## config.mk

```make
export PLATFORM = sky130hd
export DESIGN_NAME = cpu_mul_seq
export DESIGN_NICKNAME = d
export VERILOG_FILES = /design/src/rtl/cpu_ops_pkg.sv /design/src/rtl/cpu_mul_seq.sv
export SDC_FILE = /design/constraint.sdc
export NUM_CORES = 1
export LEC_CHECK = 0
export BUFFER_PORTS_ARGS = -buffer_cell sky130_fd_sc_hd__buf_2
export CAP_MARGIN = 20
export CORE_UTILIZATION = 54
export CTS_CLUSTER_DIAMETER = 60
export DETAILED_ROUTE_END_ITERATION = 10
export GPL_ROUTABILITY_DRIVEN = 0
export PLACE_DENSITY = 0.83
export SYNTH_ARGS = -nofsm -noshare
export SYNTH_HDL_FRONTEND = slang
export SYNTH_SLANG_ARGS = --single-unit
```

## constraint.sdc

```tcl
create_clock -name clk_i -period 2.76 [get_ports clk_i]
set_clock_uncertainty 0.1 [all_clocks]
set_input_delay 0.414 -clock clk_i [delete_from_list [all_inputs] [get_ports clk_i]]
set_output_delay 0.414 -clock clk_i [all_outputs]
set_load 0.03 [all_outputs]
```

## src/rtl/cpu_ops_pkg.sv

```systemverilog
// Shared ALU operation codes used by the sequencer and the ALU.
// The numbering is chosen so that an all-zero op bus means OP_CLR_A.
package cpu_ops_pkg;
    localparam logic [4:0] OP_CLR_A  = 5'h00;
    localparam logic [4:0] OP_ADD    = 5'h01;
    localparam logic [4:0] OP_PASS_A = 5'h02;
    localparam logic [4:0] OP_SHR_A  = 5'h03;
endpackage

```

## src/rtl/cpu_mul_seq.sv

```systemverilog
// Purpose: unsigned 8x8 shift-add multiplier that uses an external ALU for every add and shift.
// Latency: done_o rises 16 cycles after accept. start_i is dropped, not queued, while busy or in DONE.
module cpu_mul_seq
    import cpu_ops_pkg::*;
(
    input  logic        clk_i,
    input  logic        rst_ni,
    input  logic        start_i,
    input  logic        abort_i,
    input  logic [7:0]  mcand_i,
    input  logic [7:0]  mplier_i,
    output logic [7:0]  alu_a_o,
    output logic [7:0]  alu_b_o,
    output logic [4:0]  alu_op_o,
    input  logic [7:0]  alu_y_i,
    input  logic        alu_c_i,
    output logic        busy_o,
    output logic        done_o,
    output logic [15:0] prod_o,
    output logic        z_o,
    output logic        hi_nz_o
);

    typedef enum logic [1:0] {S_IDLE, S_ADD, S_SHIFT, S_DONE} state_t;

    state_t      r_state;
    state_t      w_state_nxt;
    logic [7:0]  r_m;
    logic [7:0]  r_p_hi;
    logic [7:0]  r_p_lo;
    logic        r_cbit;
    logic [2:0]  r_cnt;
    logic [15:0] r_prod;
    logic [7:0]  w_p_hi_shr;
    logic [7:0]  w_p_lo_shr;

    // The ALU shifts P_hi; the saved add carry refills its MSB and the bit shifted out enters P_lo.
    assign w_p_hi_shr = {r_cbit, alu_y_i[6:0]};
    assign w_p_lo_shr = {alu_c_i, r_p_lo[7:1]};

    always_ff @(posedge clk_i or negedge rst_ni) begin
        if (!rst_ni) begin
            r_state <= S_IDLE;
        end else begin
            r_state <= w_state_nxt;
        end
    end

    always_comb begin
        w_state_nxt = r_state;
        alu_op_o    = OP_CLR_A;
        alu_a_o     = '0;
        alu_b_o     = '0;
        case (r_state)
            S_IDLE: begin
                if (start_i) w_state_nxt = S_ADD;
            end
            S_ADD: begin
                alu_a_o = r_p_hi;
                if (r_p_lo[0]) begin
                    alu_op_o = OP_ADD;
                    alu_b_o  = r_m;
                end else begin
                    alu_op_o = OP_PASS_A;
                end
                w_state_nxt = abort_i ? S_IDLE : S_SHIFT;
            end
            S_SHIFT: begin
                alu_op_o = OP_SHR_A;
                alu_a_o  = r_p_hi;
                if (abort_i)               w_state_nxt = S_IDLE;
                else if (r_cnt == 3'd7)    w_state_nxt = S_DONE;
                else                       w_state_nxt = S_ADD;
            end
            S_DONE: begin
                w_state_nxt = S_IDLE;
            end
            default: w_state_nxt = S_IDLE;
        endcase
    end

    always_ff @(posedge clk_i or negedge rst_ni) begin
        if (!rst_ni) begin
            r_m    <= '0;
            r_p_hi <= '0;
            r_p_lo <= '0;
            r_cbit <= 1'b0;
            r_cnt  <= '0;
            r_prod <= '0;
        end else begin
            case (r_state)
                S_IDLE: begin
                    if (start_i) begin
                        r_m    <= mcand_i;
                        r_p_hi <= '0;
                        r_p_lo <= mplier_i;
                        r_cbit <= 1'b0;
                        r_cnt  <= '0;
                    end
                end
                S_ADD: begin
                    r_p_hi <= alu_y_i;
                    r_cbit <= alu_c_i;
                end
                S_SHIFT: begin
                    r_p_hi <= w_p_hi_shr;
                    r_p_lo <= w_p_lo_shr;
                    r_cnt  <= r_cnt + 3'd1;
                    // An abort on the final shift must leave the previous result intact.
                    if (r_cnt == 3'd7 && !abort_i) begin
                        r_prod <= {w_p_hi_shr, w_p_lo_shr};
                    end
                end
                default: ;
            endcase
        end
    end

    assign busy_o  = (r_state == S_ADD) || (r_state == S_SHIFT);
    assign done_o  = (r_state == S_DONE);
    assign prod_o  = r_prod;
    assign z_o     = (r_prod == 16'h0000);
    assign hi_nz_o = |r_prod[15:8];

endmodule

```

# == Word-level counts from Yosys, hierarchy flattened ==
# Cells that the tools add are included.
# totals
reg_bits,46
out_inout_bits,41
word_cells,46
# classes
add_sub_neg,1
eq_ne,5
muxes,18
n_reduce_logical,15
# ops
op,count
8-bit two-way mux,5
8-bit case mux with 3 select lines,1
16-bit logical NOT,1
8-bit case mux with 2 select lines,1
2-bit two-way mux,5
2-bit AND reduction,5
2-bit case mux with 4 select lines,1
8-bit OR reduction,1
3-bit case mux with 2 select lines,1
"2-bit == test, second input constant",2
2-bit case mux with 2 select lines,1
2-bit nonzero test,2
"3-bit by 1-bit adder with 3-bit output, second input constant",1
"3-bit == test, second input constant",1
3-bit two-way mux,1
3-bit nonzero test,1
"2-bit by 1-bit == test with 1-bit output, second input constant",1
2-bit logical NOT,1
"2-bit inequality test, second input constant",1
1-bit case mux with 2 select lines,1
2-bit OR reduction,1
1-bit logical AND,1
1-bit logical NOT,1
1-bit logical OR,1
1-bit two-way mux,1

# == Longest topological paths before layout ==
# depth
depth_word,4
depth_mapped,7

# == Worst setup path before layout ==
# Ideal clock, no wire load.
# synth_path
path_type,register -> output
start,reg r_state[0]
end,out alu_op_o[1]
t_arrival_ns,1.891
required_ns,2.246
slack_ns,0.355
stages_incl_launch_ff,5
path_buffers,0
path_cell_list,dfrtp_1 -> inv_1 -> ha_1 -> o21a_1 -> a21boi_0
# synth_between
elab_chain_cells,2
word_cells_on_any_way,3
cone_classes,eq/ne (2); mux (1)
# synth_rtl
item,line_no,text
from (decl),cpu_mul_seq.sv:26,state_t r_state;
from (signal assigned),cpu_mul_seq.sv:45,r_state <= w_state_nxt;
2-bit == test / 2-bit by 1-bit == test with 1-bit output (equally long branches),cpu_mul_seq.sv:54,case (r_state)
2-bit case mux with 2 select lines (*),cpu_mul_seq.sv:54,
to (decl),cpu_mul_seq.sv:14,"output logic [4:0] alu_op_o,"
# Every way passes the cells marked *; elsewhere a longest branch is shown, timed or not.

# == Worst setup path after layout ==
# Ends and elaborated chain as after synthesis.

==> flow_summary.ini <==
[outcome]
status = completed

[yosys]
yosys_warnings = 0
async_flop_share = 1.000
seq_area_frac_synth = 0.5204
synth_area_leader_cell = dfrtp_1
synth_cell_types = 35
avgSynthCellArea_um2 = 12.15
ys_ff_latch = 46
synth.cell_area_um2 = 2212
synthTopCellsByArea = dfrtp_1 (52%), mux2_2 (7.6%), mux2_1 (4.6%), ha_1 (3.4%), o221a_1 (3.1%)
syn-instance-count = 182
synth_top_flop_cell = dfrtp_1
synth_edf_count = 0
synth_top_area_frac = 0.5204

[floorplanning]
fp.dieH_um = 66.01
fp.coreArea_um2 = 3799
die_area_um2 = 4357
fp.dieW_um = 66.01
ios = 70
num_rows = 22
initial_core_util = 0.5823

[clock_network]
cts-root-buf = clkbuf_8
cts-resized-gates = 0
postCtsSetupBuffers = 0
postCtsHoldBufs = 0
cts.sinks = 46
cts_buffers = 5
cts-htree-levels = 2
clkTransAtPathRegs_ps = 70
cts_tree = built
clkLatencyLatePin_ps = 290
clock_path_buffers = 2

[place]
place_hpwl_um = 3180
port_buffers = 66
dp_cells = 287
place_area_um2 = 2540

[final_layout]
final_util = 0.6966
fin_cells = 296
insertedDiodeCount = 0
drive_gt1_frac = 0.3992
area_growth_pct = 19.63
final_nets = 283
postLayoutCellArea_um2 = 2646

[worst_setup_path]
crit_chain = inv_1 -> ha_1 -> o21a_1 -> a21boi_0 -> buf_2
critPathMaxFanout = 13
critPathSlowestCell = ha_1
cpPeakStageDelay_ps = 490
required_ps = 2250
path_class = reg -> out
end_kind = output port
start_kind = register
cp.arrival_ps = 1990

[power_and_ir_drop]
ir_worst_vdd_mv = 0.5295
p_per_area_nw_per_um2 = 1018
fin_total_pwr_uw = 2693
p_leak_uw = 0.001411

[routing]
wl_per_cell_um = 14.81
first_pass_iters = 4
routed_wl_um = 4385
ant_nets = 0
vias = 1633
drt_iter0_drc = 63
viasPerCell = 5.517
drcViolationCount = 0

[job]
max_cap_viol_count = 0

[global_route]
antenna_found_initial = 0
grt_pass1_vias = 1521
grt_pass1_wl_um = 7127
gr-total-overflow = 0
grt.total_usage = 0.2215
grt_max_degree = 47

[timing]
setup_tns_ps = 0
min_period_ps = 2502
fin_crit_sh = 0.9067
setup_violations = 0
hold_viol_final = 0
timing.fmax_mhz = 399.6
rsz0062_at_grt = no
drv_slew = 0

[hold_path]
hold_class = in -> reg
[layout make-up]
type                    count  area (um2)
repair buffers             71       382.9
fillers                   311        1152
well taps                  48       60.06
multi-input cells         119       957.2
inverters                   5       18.77
clock buffers               7       76.32
flip-flops and latches     46        1151
[final timing paths]
| path | from | endpoint | slack, ps | depth (start not counted) |
|---|---|---|---|---|
| setup / recovery | r_state[0]$_DFFE_PN0P_ | alu_op_o[1] | 260 | 5 |
| hold / removal | abort_i | r_state[0]$_DFFE_PN0P_ | 220 | 2 |
| setup reg to reg | r_state[0]$_DFFE_PN0P_ | r_p_lo[7]$_DFFE_PN0P_ | 810 | 5 |
| hold reg to reg | r_p_hi[1]$_DFFE_PN0P_ | r_p_hi[1]$_DFFE_PN0P_ | 380 | 2 |
| max in group asynchronous | rst_ni | r_m[6]$_DFFE_PN0P_ | 1780 | 3 |
| min in group asynchronous | rst_ni | r_p_hi[1]$_DFFE_PN0P_ | 360 | 2 |
[routing by layer]
layer,global-route usage,vias to the layer above,wire [um]
li1,-,784,-
met1,0.2912,794,2051
met2,0.3648,50,2083
met3,0.05172,5,197
met4,0.06383,0,53
met5,0,-,0
[registers in the layout (all words and copies together), names as in the netlist]
signal	cells
r_cnt	3
r_p_lo	8
r_p_hi	8
r_cbit	1
r_state	2
prod_o	16
r_m	8
[through the flow]
step	hold slack, ps	setup WS, ps
after CTS	206.3	218.1
after global placement	361.6	657.3
final	215.5	257.6
after detailed placement	369.3	555.8
after global routing	213.3	144.0
after floorplan	18.41	354.9
[cell usage in the layout (no fill, tap or decap), drive strengths merged]
| cell type | count |
|---|---|
| dlygate4sd3 | 1 |
| o31ai | 1 |
| buf | 70 |
| dfrtp | 46 |
| nand2b | 1 |
| and2 | 9 |
| nand3 | 1 |
| a21boi | 2 |
| and3 | 8 |
| mux2 | 24 |
| nor4 | 4 |
| a22o | 4 |
| nor2 | 2 |
| o21a | 1 |
| o221a | 8 |
| ha | 6 |
| mux2i | 2 |
| clkbuf | 7 |
| a32o | 4 |
| or3 | 1 |
| o21ai | 9 |
| nor2b | 1 |
| nand2 | 13 |
| o22a | 6 |
| and3b | 1 |
| inv | 5 |
| conb | 3 |
| or2 | 4 |
| a21oi | 2 |
| nand3b | 2 |
[synth_stat cells (2+ instances only)]
library cell / number
o221a_2: 2
dfrtp_1: 46
a21boi_0: 2
nand2_1: 12
a22o_1: 4
o22a_1: 6
or2_2: 4
mux2_1: 9
buf_4: 6
buf_6: 2
nor2_1: 2
and2_1: 9
a21oi_1: 2
o221a_1: 6
and3_1: 8
nand3b_1: 2
inv_1: 5
ha_1: 6
a32o_1: 4
mux2_2: 15
clkbuf_1: 4
o21ai_0: 8
buf_2: 2
mux2i_1: 2
nor4_1: 4
[kinds of logic after synthesis]
kind of cell | Yosys count | share of synthesized area
AO/OA/AOI/OAI | 37 | 0.1369
adder cells (fa/ha/maj) | 6 | 0.03394
buffers and inverters | 19 | 0.05034
flip-flops | 46 | 0.5204
multiplexers | 26 | 0.1312
other | 1 | 0.001695
AND/OR/NAND/NOR | 47 | 0.1256
[power by group]
part,switching [uW],internal [uW],total (uW)
clock,201,174,375
combinational,766,526,1290
sequential,145,880,1020
total,1110,1580,2690
[critical path, delay by kind of cell, from the launching register on]
family          cells  cell delay [ps]
fa+ha+maj           1              490
buf+inv             2              310
compound gates      2              500
flops               1              400
No activity file was read; power rests on OpenSTA's default activity.
